## src/rtl/jet_infer_sched.sv

```systemverilog
// jet_infer_sched: frame-level sequencer for the batch-norm jet-tagging core.
// Collects INPUT_SIZE signed feature words, pulses the core's reset and start,
// waits for core_output_ready plus a settle delay, captures the scores, picks
// the signed argmax and offers the result on a valid/ready stream. A watchdog
// drops the frame and raises a sticky err if the core never answers.
//
// Ports:
//   clk, reset_n          clock, asynchronous active-low reset
//   s_valid/s_ready/s_data    upstream feature stream, word 0 first
//   core_reset            active-high reset to the inference core
//   core_input_ready      one-cycle start pulse to the core
//   core_output_ready     core done
//   core_input_data       frame register, feature i at [i*WIDTH +: WIDTH]
//   core_output_data      core scores, same packing
//   m_valid/m_ready/m_data/m_class    result stream (scores + argmax index)
//   busy                  controller not idle in LOAD
//   err, err_clr          sticky timeout flag and its clear
//
// Optional build macro JET_SCHED_PERF_EN adds perf_frames (delivered frame
// count) and perf_latency (WAIT cycles of the last captured frame).

module jet_infer_sched #(
    parameter int unsigned WIDTH         = 16,
    parameter int unsigned NFRAC         = 10,
    parameter int unsigned INPUT_SIZE    = 16,
    parameter int unsigned OUTPUT_SIZE   = 5,
    parameter int unsigned RST_CYCLES    = 2,
    parameter int unsigned SETTLE_CYCLES = 10,
    parameter int unsigned TIMEOUT       = 4096
) (
    input  logic                              clk,
    input  logic                              reset_n,
    input  logic                              s_valid,
    output logic                              s_ready,
    input  logic [WIDTH-1:0]                  s_data,
    output logic                              core_reset,
    output logic                              core_input_ready,
    input  logic                              core_output_ready,
    output logic [INPUT_SIZE*WIDTH-1:0]       core_input_data,
    input  logic [OUTPUT_SIZE*WIDTH-1:0]      core_output_data,
    output logic                              m_valid,
    input  logic                              m_ready,
    output logic [OUTPUT_SIZE*WIDTH-1:0]      m_data,
    output logic [$clog2(OUTPUT_SIZE)-1:0]    m_class,
    output logic                              busy,
    output logic                              err,
`ifdef JET_SCHED_PERF_EN
    output logic [31:0]                       perf_frames,
    output logic [$clog2(TIMEOUT+1)-1:0]      perf_latency,
`endif
    input  logic                              err_clr
);

    localparam int unsigned IDX_W   = $clog2(INPUT_SIZE);
    localparam int unsigned CLS_W   = $clog2(OUTPUT_SIZE);
    localparam int unsigned LAT_W   = $clog2(TIMEOUT + 1);
    localparam int unsigned MAX_A   = (TIMEOUT > RST_CYCLES) ? TIMEOUT : RST_CYCLES;
    localparam int unsigned CNT_MAX = (MAX_A > SETTLE_CYCLES + 1) ? MAX_A : SETTLE_CYCLES + 1;
    localparam int unsigned CNT_W   = $clog2(CNT_MAX + 1);
    localparam int unsigned FRM_W   = INPUT_SIZE * WIDTH;
    localparam int unsigned SCR_W   = OUTPUT_SIZE * WIDTH;

    // NFRAC only names the fixed-point format of the words passing through.
    if (NFRAC >= WIDTH || RST_CYCLES < 1 || TIMEOUT < 1) begin : g_param_range_unchecked
    end

    typedef enum logic [2:0] {
        ST_LOAD     = 3'd0,
        ST_CORE_RST = 3'd1,
        ST_LAUNCH   = 3'd2,
        ST_WAIT     = 3'd3,
        ST_SETTLE   = 3'd4,
        ST_OUT      = 3'd5
    } state_t;

    state_t             state_q, state_d;
    logic [CNT_W-1:0]   cnt_q, cnt_d;
    logic [IDX_W-1:0]   idx_q, idx_d;
    logic [FRM_W-1:0]   frame_q, frame_d;
    logic               s_ready_q, s_ready_d;
    logic               core_reset_q, core_reset_d;
    logic               core_input_ready_q, core_input_ready_d;
    logic               m_valid_q, m_valid_d;
    logic [SCR_W-1:0]   m_data_q, m_data_d;
    logic [CLS_W-1:0]   m_class_q, m_class_d;
    logic               busy_q, busy_d;
    logic               err_q, err_d;
    logic               err_set;

`ifdef JET_SCHED_PERF_EN
    logic [31:0]        perf_frames_q, perf_frames_d;
    logic [LAT_W-1:0]   perf_latency_q, perf_latency_d;
    logic [LAT_W-1:0]   lat_q, lat_d;
`endif

    // Signed argmax over the live core scores; strict compare keeps the lowest index on ties.
    logic signed [WIDTH-1:0] best_val;
    logic [CLS_W-1:0]        best_idx;

    always_comb begin
        best_val = $signed(core_output_data[WIDTH-1:0]);
        best_idx = '0;
        for (int i = 1; i < OUTPUT_SIZE; i++) begin
            if ($signed(core_output_data[i*WIDTH +: WIDTH]) > best_val) begin
                best_val = $signed(core_output_data[i*WIDTH +: WIDTH]);
                best_idx = CLS_W'(i);
            end
        end
    end

    // Next-state and registered-output logic.
    always_comb begin
        state_d            = state_q;
        cnt_d              = cnt_q;
        idx_d              = idx_q;
        frame_d            = frame_q;
        s_ready_d          = s_ready_q;
        core_reset_d       = 1'b0;
        core_input_ready_d = 1'b0;
        m_valid_d          = m_valid_q;
        m_data_d           = m_data_q;
        m_class_d          = m_class_q;
        err_set            = 1'b0;
`ifdef JET_SCHED_PERF_EN
        perf_frames_d      = perf_frames_q;
        perf_latency_d     = perf_latency_q;
        lat_d              = lat_q;
`endif

        case (state_q)
            ST_LOAD: begin
                s_ready_d = 1'b1;
                if (s_valid && s_ready_q) begin
                    for (int i = 0; i < INPUT_SIZE; i++) begin
                        if (idx_q == IDX_W'(i)) begin
                            frame_d[i*WIDTH +: WIDTH] = s_data;
                        end
                    end
                    if (idx_q == IDX_W'(INPUT_SIZE - 1)) begin
                        idx_d        = '0;
                        cnt_d        = '0;
                        s_ready_d    = 1'b0;
                        core_reset_d = 1'b1;
                        state_d      = ST_CORE_RST;
                    end else begin
                        idx_d = idx_q + IDX_W'(1);
                    end
                end
            end

            // core_reset was raised on entry, so RST_CYCLES-1 more cycles here.
            ST_CORE_RST: begin
                if (cnt_q == CNT_W'(RST_CYCLES - 1)) begin
                    cnt_d              = '0;
                    core_input_ready_d = 1'b1;
                    state_d            = ST_LAUNCH;
                end else begin
                    cnt_d        = cnt_q + CNT_W'(1);
                    core_reset_d = 1'b1;
                end
            end

            ST_LAUNCH: begin
                cnt_d   = '0;
                state_d = ST_WAIT;
            end

            // Done beats timeout when both land on the same cycle.
            ST_WAIT: begin
                if (core_output_ready) begin
                    cnt_d   = '0;
                    state_d = ST_SETTLE;
`ifdef JET_SCHED_PERF_EN
                    lat_d   = LAT_W'(cnt_q) + LAT_W'(1);
`endif
                end else if (cnt_q == CNT_W'(TIMEOUT - 1)) begin
                    cnt_d     = '0;
                    err_set   = 1'b1;
                    s_ready_d = 1'b1;
                    state_d   = ST_LOAD;
                end else begin
                    cnt_d = cnt_q + CNT_W'(1);
                end
            end

            ST_SETTLE: begin
                if (cnt_q == CNT_W'(SETTLE_CYCLES)) begin
                    cnt_d     = '0;
                    m_valid_d = 1'b1;
                    m_data_d  = core_output_data;
                    m_class_d = best_idx;
                    state_d   = ST_OUT;
`ifdef JET_SCHED_PERF_EN
                    perf_latency_d = lat_q;
`endif
                end else begin
                    cnt_d = cnt_q + CNT_W'(1);
                end
            end

            ST_OUT: begin
                if (m_valid_q && m_ready) begin
                    m_valid_d = 1'b0;
                    s_ready_d = 1'b1;
                    state_d   = ST_LOAD;
`ifdef JET_SCHED_PERF_EN
                    perf_frames_d = perf_frames_q + 32'd1;
`endif
                end
            end

            default: begin
                s_ready_d = 1'b1;
                state_d   = ST_LOAD;
            end
        endcase

        err_d = err_q;
        if (err_clr) begin
            err_d = 1'b0;
        end
        if (err_set) begin
            err_d = 1'b1;
        end

        busy_d = (state_d != ST_LOAD);
    end

    // State and output registers.
    always_ff @(posedge clk or negedge reset_n) begin
        if (!reset_n) begin
            state_q            <= ST_LOAD;
            cnt_q              <= '0;
            idx_q              <= '0;
            frame_q            <= '0;
            s_ready_q          <= 1'b1;
            core_reset_q       <= 1'b1;
            core_input_ready_q <= 1'b0;
            m_valid_q          <= 1'b0;
            m_data_q           <= '0;
            m_class_q          <= '0;
            busy_q             <= 1'b0;
            err_q              <= 1'b0;
`ifdef JET_SCHED_PERF_EN
            perf_frames_q      <= '0;
            perf_latency_q     <= '0;
            lat_q              <= '0;
`endif
        end else begin
            state_q            <= state_d;
            cnt_q              <= cnt_d;
            idx_q              <= idx_d;
            frame_q            <= frame_d;
            s_ready_q          <= s_ready_d;
            core_reset_q       <= core_reset_d;
            core_input_ready_q <= core_input_ready_d;
            m_valid_q          <= m_valid_d;
            m_data_q           <= m_data_d;
            m_class_q          <= m_class_d;
            busy_q             <= busy_d;
            err_q              <= err_d;
`ifdef JET_SCHED_PERF_EN
            perf_frames_q      <= perf_frames_d;
            perf_latency_q     <= perf_latency_d;
            lat_q              <= lat_d;
`endif
        end
    end

    assign s_ready          = s_ready_q;
    assign core_reset       = core_reset_q;
    assign core_input_ready = core_input_ready_q;
    assign core_input_data  = frame_q;
    assign m_valid          = m_valid_q;
    assign m_data           = m_data_q;
    assign m_class          = m_class_q;
    assign busy             = busy_q;
    assign err              = err_q;
`ifdef JET_SCHED_PERF_EN
    assign perf_frames      = perf_frames_q;
    assign perf_latency     = perf_latency_q;
`endif

endmodule

```

## config.mk

```make
export PLATFORM = sky130hd
export DESIGN_NAME = jet_infer_sched
export DESIGN_NICKNAME = d
export VERILOG_FILES = /design/src/rtl/jet_infer_sched.sv
export SDC_FILE = /design/constraint.sdc
export NUM_CORES = 1
export LEC_CHECK = 0
export BUFFER_PORTS_ARGS = -buffer_cell sky130_fd_sc_hd__buf_2
export CAP_MARGIN = 20
export CORE_MARGIN = 4
export CORE_UTILIZATION = 48
export CTS_CLUSTER_DIAMETER = 40
export DETAILED_ROUTE_END_ITERATION = 12
export GPL_TIMING_DRIVEN = 0
export PLACE_DENSITY = 0.86
export SYNTH_ARGS = -nofsm -noshare
export SYNTH_HDL_FRONTEND = slang
export SYNTH_SLANG_ARGS = --single-unit
```

## constraint.sdc

```tcl
create_clock -name clk -period 2.77 [get_ports clk]
set_input_delay 0.277 -clock clk [delete_from_list [all_inputs] [get_ports clk]]
set_output_delay 0.277 -clock clk [all_outputs]
set_load 0.01 [all_outputs]
```

# Word level (Yosys, flattened, before mapping)
# Index checks and enable logic that the tools add are counted.
[classes]
n_addsub = 2
magnitude_cmp = 4
eq_ne = 29
n_mux = 43
bitwise = 1
n_reduce_logical = 30
[ops]
columns = ["operator", "n"]
rows = [
  ["13-bit two-way mux", 6],
  ["13-bit one-hot mux with 5 select lines", 1],
  ["16-bit greater-than comparator", 4],
  ["3-bit AND reduction", 18],
  ["16-bit two-way mux", 3],
  ["4-bit == test, second input constant", 8],
  ["3-bit two-way mux", 10],
  ["1-bit two-way mux", 18],
  ["3-bit one-hot mux with 6 select lines", 1],
  ["4-bit by 3-bit == test with 1-bit output, second input constant", 4],
  ["13-bit by 1-bit adder with 13-bit output, second input constant", 1],
  ["13-bit by 1-bit == test with 1-bit output, second input constant", 1],
  ["13-bit by 12-bit == test with 1-bit output, second input constant", 1],
  ["13-bit by 4-bit == test with 1-bit output, second input constant", 1],
  ["2-bit != test, second input constant", 6],
  ["4-bit by 2-bit == test with 1-bit output, second input constant", 2],
  ["3-bit by 2-bit == test with 1-bit output, second input constant", 2],
  ["3-bit == test, second input constant", 2],
  ["5-bit nonzero test", 1],
  ["4-bit by 1-bit adder with 4-bit output, second input constant", 1],
  ["4-bit by 1-bit == test with 1-bit output, second input constant", 1],
  ["4-bit logical NOT", 1],
  ["4-bit two-way mux", 1],
  ["1-bit one-hot mux with 2 select lines", 2],
  ["10 further kinds", 13],
]
[totals]
reg_bits = 365
inputBits = 102
output_inout_bits = 345

# Logic depth before layout (Yosys ltp)
# Gate-level depths: netlist of run 1.
[logic_depth]
ltp_word = 8
depth_mapped = 42
mapped_depth_nobuf = 39

# Worst setup path before layout of run 1
# Ideal clock, no wire load.
[synth_timing]
path_kind = "in2reg"
startpoint = "in core_output_data[7]"
endpoint = "reg m_class_q[1] (netlist: m_class[1])"
t_arrival_ps = 7732
t_required_ps = 2666
slack_ps = -5065
stages = 42
n_path_buf = 3
cell_sequence = "inv_1 > ha_1 > nand4_1 > nor4_1 > nand3_1 > and4_1 > nor2_2 > buf_2 > mux2i_1 > ha_1 > a21o_1 > a21o_1 > a21oi_1 > o21ai_0 > a311o_1 > a41oi_1 > o2111ai_2 > nand2_4 > (+6 left out) > o21ai_1 > nand3_1 > a21boi_1 > o21a_1 > clkbuf_1 > clkbuf_1 > mux2_2 > ha_1 > a21o_1 > a21o_1 > a21oi_1 > nor2b_1 > o21ai_0 > nand2_1 > o21ai_0 > a21oi_1 > nor2b_1 > a221oi_1"
[synth_between]
elab_chain_len = 8
elab_cells_between_ends = 10
cone_classes = "order compare (4); mux (6)"
[synth_lines]
columns = ["element", "line_no", "text"]
rows = [
  ["from (decl)", "40", "input logic [OUTPUT_SIZE*WIDTH-1:0] core_output_data,"],
  ["16-bit greater-than comparator", "104", "if ($signed(core_output_data[i*WIDTH +: WIDTH]) > best_val) begin"],
  ["16-bit two-way mux (*)", "104", ""],
  ["16-bit greater-than comparator", "104", ""],
  ["16-bit two-way mux", "104", ""],
  ["16-bit greater-than comparator", "104", ""],
  ["16-bit two-way mux", "104", ""],
  ["16-bit greater-than comparator", "104", ""],
  ["3-bit two-way mux (*)", "104", ""],
  ["to (signal assigned)", "259", "m_class_q <= m_class_d;"],
  ["to (decl)", "85", "logic [CLS_W-1:0] m_class_q, m_class_d;"],
]
# Every way passes the cells marked *; elsewhere a longest branch is shown, timed or not.
# A chain may end at the register's enable or synchronous reset.

# Worst setup path after layout of run 1
[layout_timing]
startpoint = "in core_output_data[2]"
endpoint = "reg m_class_q[1] (netlist: m_class[1])"
# Same word-level chain as after synthesis.

==> key figures, run 1 <==
Status
  – Status: finished with violations
  – Failing checks: negative setup slack

Timing
  – Tightest Pin Transition: 0.9355 ns
  – RSZ-0062 raised after global routing: true
  – Count of final hold-check violations: 0
  – Final worst-path cycle share: 267.8%
  – Tmin final: 7.418 ns
  – Slew HR: about 38%
  – F_max: ~130 MHz
  – Max Slew Vio Count: 0
  – Final worst slack: -4.648 ns
  – Clock Skews: about 0.019 ns
  – Final setup viols: 3

Pwr
  – Max VDD drop: 0.0008708 V
  – Comb power frac: around 15%
  – Pwr per Cell Area: between 600 and 700 mW/mm2
  – Cell Int Power: roughly 11 mW
  – Clock power share: between 40% and 50%
  – Sequential share of power: 37.8%
  – P_leak: around 12 nW
  – P_sw: between 3 and 4 mW
  – Switching share of power: a little over a quarter

Logic synthesis
  – Post-synth ARST share: between 90% and 100%
  – Synth warn: 0
  – Main flop type after synthesis: dfrtp_1
  – FF+latch count, synth: around 370
  – Post-synthesis sequential area ratio: 56.20%
  – Yosys cell types: just under 70
  – Synth Instances: 1,242
  – Mapped cell area: about 0.016 mm2
  – Mean Syn Cell Area: 13.09 um2
  – Number of synthesized flops with an enable pin: 0
  – Post-Syn Nets: between 1k and 1.5k

GRT
  – Total gr overflow: 0
  – Largest net degree at the start of global routing: 112
  – Antenna violations before repair: 4
  – GRT Util Overall: between 20 and 30%
  – Vias in the first global route: 14.17k
  – First-pass GRT wire length: a little over 80,000 um

Placement
  – Pre-CTS setup slack: -5.508 ns
  – Detailed Place HPWL: 36,280 um
  – RePlAce Congestion: 0.9237
  – Placed Area: ~0.019 mm2
  – Port Buffers: between 400 and 500

Clock tree
  – CTS tree: done
  – Root Buffer: clkbuf_16
  – Htree depth: 2
  – Clk pin slew, worst setup/hold paths: around 0.05 ns
  – Clock buffers created by TritonCTS: 49
  – CTS Buffer Depth: 3
  – Clock sink total: 365
  – Clk Latency, worst-skew pair: 0.59 ns

Floorplan
  – Die Y: between 150 and 200 um
  – Core area: ~0.033 mm2
  – Die area: approximately 0.037 mm2
  – Num ports: roughly 450
  – Die Width: ~190 um
  – # rows: 67
  – Initial core utilization: 48.60%

Worst setup path
  – Worst path bufs/invs: 16
  – Startpoint Class: primary input
  – Max Fanout on Critical Path: 10
  – Crit end category: flop
  – Crit path top cell by count: buf_4
  – Largest stage delay, worst path: roughly 0.37 ns
  – Top Family by Delay on Critical Path: compound AO/OA/AOI/OAI gates
  – WS Path Type: primary input to flop
  – CP Data Arrival Time: slightly below 8 ns
  – Slowest-stage cell, CP: mux2_4
  – Worst EP required: about 3.3 ns

Drt
  – Post-route ant nets: 0
  – Pre-Repair DR Iteration Count: 5
  – Routed length per placed instance: between 20 and 25 um
  – Drt drc: 0
  – DR vias/cell: just under 6
  – Routed vias: approximately 14k
  – Total Wirelength: 56,920 um
  – 1st-iter DRT viols: 1,046

Run
  – Max Cap Viol: 0

Min path
  – Hold Path Class: primary input to flop

Finish
  – Most frequent cells in the layout: buf_2 (431), dfrtp_1 (363), mux2_2 (304)
  – Nets@finish: between 2k and 2.5k
  – Most common cell after layout, fill and taps aside: buf_2
  – Cell area after layout: about 0.023 mm2
  – Share of cells above drive strength 1: a little under three fifths
  – Syn-to-layout area delta: 41.75%
path summary, 6_finish.rpt:
kind | start | endpoint | slack [ns] | depth (start not counted)
hold reg to reg | m_data[2]$_DFFE_PN0P_ | m_data[2]$_DFFE_PN0P_ | 0.49 | 2
max in group asynchronous | reset_n | m_data[51]$_DFFE_PN0P_ | 1.18 | 4
setup / recovery | core_output_data[2] | m_class[1]$_DFFE_PN0P_ | -4.65 | 47
hold / removal | core_output_data[48] | m_data[48]$_DFFE_PN0P_ | 0.01 | 3
setup reg to reg | cnt_q[9]$_DFFE_PN0P_ | m_data[74]$_DFFE_PN0P_ | 0.05 | 7
min in group asynchronous | reset_n | core_input_data[114]$_DFFE_PN0P_ | 0.18 | 2
power groups by stage:
stage	sequential [mW]	combinational, mW	clock, mW
3_3_place_gp	5.50	1.35	0
5_1_grt	5.41	2.24	7.04
2_1_floorplan	5.52	0.841	0
3_5_place_dp	5.50	1.42	0
6_report	5.41	2.12	6.76
4_1_cts	5.41	1.84	6.79
sequential cells by signal, summed over array words and instances (netlist names), 3 cells and up:
| register | cells |
|---|---|
| state_q | 3 |
| m_class | 3 |
| idx_q | 4 |
| m_data | 80 |
| core_input_data | 256 |
| cnt_q | 13 |
synth_stat cells (3+ instances only):
| master | count | area share (%) |
|---|---|---|
| nand2_1 | 83 | 1.9 |
| a21oi_1 | 27 | 0.83 |
| ha_1 | 69 | 5.3 |
| buf_1 | 8 | 0.18 |
| o21ai_1 | 11 | 0.34 |
| a21o_1 | 5 | 0.23 |
| mux2_1 | 14 | 0.97 |
| mux2i_1 | 19 | 1.2 |
| nand4_1 | 13 | 0.50 |
| o21ai_0 | 60 | 1.8 |
| nand3_1 | 26 | 0.80 |
| nor4_1 | 3 | 0.12 |
| mux2i_2 | 9 | 0.76 |
| nor2b_1 | 12 | 0.46 |
| clkbuf_1 | 48 | 1.1 |
| and3_1 | 10 | 0.38 |
| nor2_1 | 20 | 0.46 |
| o21a_1 | 7 | 0.32 |
| mux2_2 | 304 | 21 |
| nor3_1 | 9 | 0.28 |
| nand2b_1 | 11 | 0.42 |
| dfrtp_1 | 363 | 56 |
| inv_1 | 58 | 1.3 |
repair_timing:
action / in CTS / in global routing
hold buffers: 46 / 4
resized for setup: 125 / 80
buffers inserted: 45 / 14
gates cloned: 2 / 1
setup endpoints to repair: 185 / 217
pin swaps: 39 / 26
hold endpoints to repair: 95 / 4
final cells by class:
class / count / area (um2)
fillers: 2068 / 10400
well taps: 448 / 560.5
inverters: 59 / 259.0
clock inverters: 29 / 419.2
clock buffers: 62 / 1325
multi-input cells: 759 / 7510
diodes: 4 / 10.01
repair buffers: 561 / 3488
flip-flops and latches: 365 / 9136
plain buffers: 59 / 336.6
worst min-delay path: stages:
cell     delay, ns
buf_2         0.11
inv_1         0.07
o21ai_0       0.08
cells by family after synthesis:
group / share of synthesized area [%]
xor+xnor: 0.1617
simple gates: 6.057
compound gates: 5.380
flops: 56.20
mux: 24.05
buf+inv: 2.840
fa+ha+maj: 5.311
stage by stage:
step	total power, mW	instances	hold slack, ns	TNS [ns]	util, %
global placement	6.850	2136	0.4581	-1988.98	57.62
floorplan	6.365	1242	-0.01859	-12.49	-
global route	14.70	2345	0.0008932	-15.17	68.89
CTS	14.04	2323	0.00008216	-12.45	67.50
finish	14.29	2346	0.01041	-13.93	68.90
detailed placement	6.918	2139	0.1961	-72.34	57.90
layer usage:
| layer | track usage [%] | vias up | part of all wire, % |
|---|---|---|---|
| met5 | 0 | - | 0.026 |
| met2 | 49.08 | 756 | 49 |
| met3 | 6.779 | 295 | 7.3 |
| met4 | 16.26 | 2 | 7.3 |
| li1 | - | 5656 | - |
| met1 | 34.83 | 6899 | 36 |
(Power assumes the default switching activity.)
==> inputs of run 2 (changes only) <==
CORE_UTILIZATION = 57   (was 48)
PLACE_DENSITY = 0.95   (was 0.86)
SKIP_CTS_REPAIR_TIMING = 1   (was not set)
TNS_END_PERCENT = 20   (was not set)
clock period = 8.8 ns   (was 2.77 ns; I/O delays follow)
==> key figures, run 2 (synthesis results as in run 1) <==
Status
  – Status: complete, no violations

Worst setup path
  – FF-to-FF path depth: 8
  – Worst path bufs/invs: 4
  – R2r setup slk: between 5 and 6 ns
  – CP Data Arrival Time: slightly below 9 ns
  – Max Fanout on Critical Path: 10
  – Worst EP required: 9.23 ns
  – Crit path depth: 42
  – Startpoint Class: primary input
  – WS Path Type: primary input to flop
  – Largest stage delay, worst path: about 0.38 ns
  – Slowest-stage cell, CP: a311o_1
  – Crit end category: flop
  – Crit path top cell by count: o21a_1
  – Top Family by Delay on Critical Path: compound AO/OA/AOI/OAI gates

Clock tree
  – Clk pin slew, worst setup/hold paths: around 0.050 ns
  – Clk Latency, worst-skew pair: ~0.54 ns
  – Clock buffers created by TritonCTS: 46
  – CTS tree: done
  – CTS Buffer Depth: 3
  – Clock sink total: 365
  – Htree depth: 2
  – Root Buffer: clkbuf_16

Finish
  – Multi-input gate area: about 0.0068 mm2
  – Max reg flops: between 200 and 300
  – Syn-to-layout area delta: 28.12%
  – Most common cell after layout, fill and taps aside: buf_2
  – Seq. cell area: 0.009136 mm2
  – Most frequent cells in the layout: buf_2 (446), dfrtp_1 (363), mux2_2 (304)
  – Share of cells above drive strength 1: around half
  – Final-layout fill cell count: 1,673
  – Nets@finish: approximately 1.9k

GRT
  – Largest net degree at the start of global routing: between 100 and 150
  – Antenna violations before repair: 3
  – GRT Util Overall: a little under a third
  – First-pass GRT wire length: 77,110 um
  – Total gr overflow: 0
  – Vias in the first global route: around 13k

Drt
  – Post-route ant nets: 0
  – Routed vias: ~13k
  – Total Wirelength: slightly above 50,000 um
  – Drt drc: 0
  – 1st-iter DRT viols: 1,085
  – Pre-Repair DR Iteration Count: 5
  – DR vias/cell: approximately 5.9
  – Routed length per placed instance: ~24 um

Timing
  – Hold Slack: around 0.27 ns
  – Tmin final: 8.444 ns
  – Count of final hold-check violations: 0
  – Final worst-path cycle share: around 96%
  – F_max: around 120 MHz
  – Max Slew Vio Count: 0
  – Slew HR: a little over two fifths
  – Tightest Pin Transition: between 0.8 and 0.9 ns
  – Final setup viols: 0
  – Clock Skews: between 0.015 and 0.02 ns

Floorplan
  – Die Width: 176.9 um
  – Die area: approximately 0.031 mm2
  – Num ports: between 400 and 500
  – # rows: a little over 60
  – Die Y: ~180 um
  – Initial core utilization: 58.20%
  – Core area: roughly 0.028 mm2

Pwr
  – Max VDD drop: 0.0001822 V
  – P_leak: 11.49 nW
  – P_sw: 1.013 mW
  – Sequential share of power: between 40% and 50%
  – Comb power frac: a little under an eighth
  – Switching share of power: approximately a quarter
  – Pwr per Cell Area: between 150 and 200 mW/mm2
  – Clock power share: approximately 47%
  – Cell Int Power: between 3 and 4 mW
  – Total power draw: approximately 4.1 mW

Run
  – Max Cap Viol: 0

Placement
  – Detailed Place HPWL: roughly 37,000 um
  – Port Buffers: about 450
  – RePlAce Congestion: ~0.95

Min path
  – Hold Path Class: primary input to asynchronous set/reset pin
[run 2: power by group through the flow]
stage	clock network [mW]	logic [mW]	registers [mW]
2_1_floorplan	0	0.243	1.74
3_3_place_gp	0	0.399	1.73
3_5_place_dp	0	0.422	1.73
4_1_cts	1.94	0.426	1.70
5_1_grt	2.01	0.498	1.70
6_report	1.92	0.460	1.70
[run 2: per-layer routing]
layer,part of all wire [%],vias up,track usage [%]
met1,37,6436,39.03
met5,0,-,0
met2,50,742,53.44
met4,5.8,0,15.86
li1,-,5447,-
met3,7.9,203,6.623
[run 2: cell type report]
type                            instances  share of cell area [%]
Antenna cell                            3                 0.03604
Sequential cell                       365                   43.87
Clock inverter                         26                   1.622
Tap cell                              378                   2.271
Clock buffer                           55                   5.929
Multi-Input combinational cell        759                   32.51
Inverter                               59                   1.063
Buffer                                 58                   1.183
Timing Repair Buffer                  459                   11.52
[run 2: path summary, 6_finish.rpt]
check	start	end
worst max-delay path	core_output_data[14]	m_class[1]$_DFFE_PN0P_
worst min-delay path	reset_n	m_data[30]$_DFFE_PN0P_
worst max register to register	state_q[0]$_DFF_PN0_	core_input_data[175]$_DFFE_PN0P_
worst min register to register	m_data[32]$_DFFE_PN0P_	m_data[32]$_DFFE_PN0P_
max in group asynchronous	reset_n	core_input_data[104]$_DFFE_PN0P_
min in group clk	m_data[32]$_DFFE_PN0P_	m_data[32]$_DFFE_PN0P_
[run 2: stage by stage]
step                      setup WS [ns]  area, um2  utilization (%)  setup TNS [ns]  instances
final                            0.3561      20830            74.56               0       2162
after global routing           -0.06934      20830            74.56        -0.06954       2162
after CTS                       -0.6386      20630            73.84          -1.738       2150
after detailed placement         -1.166      19050            68.21          -3.319       2069
after global placement           -1.022      18960            67.88          -2.848       2066
after floorplan                  0.3616      16260                -               0       1242
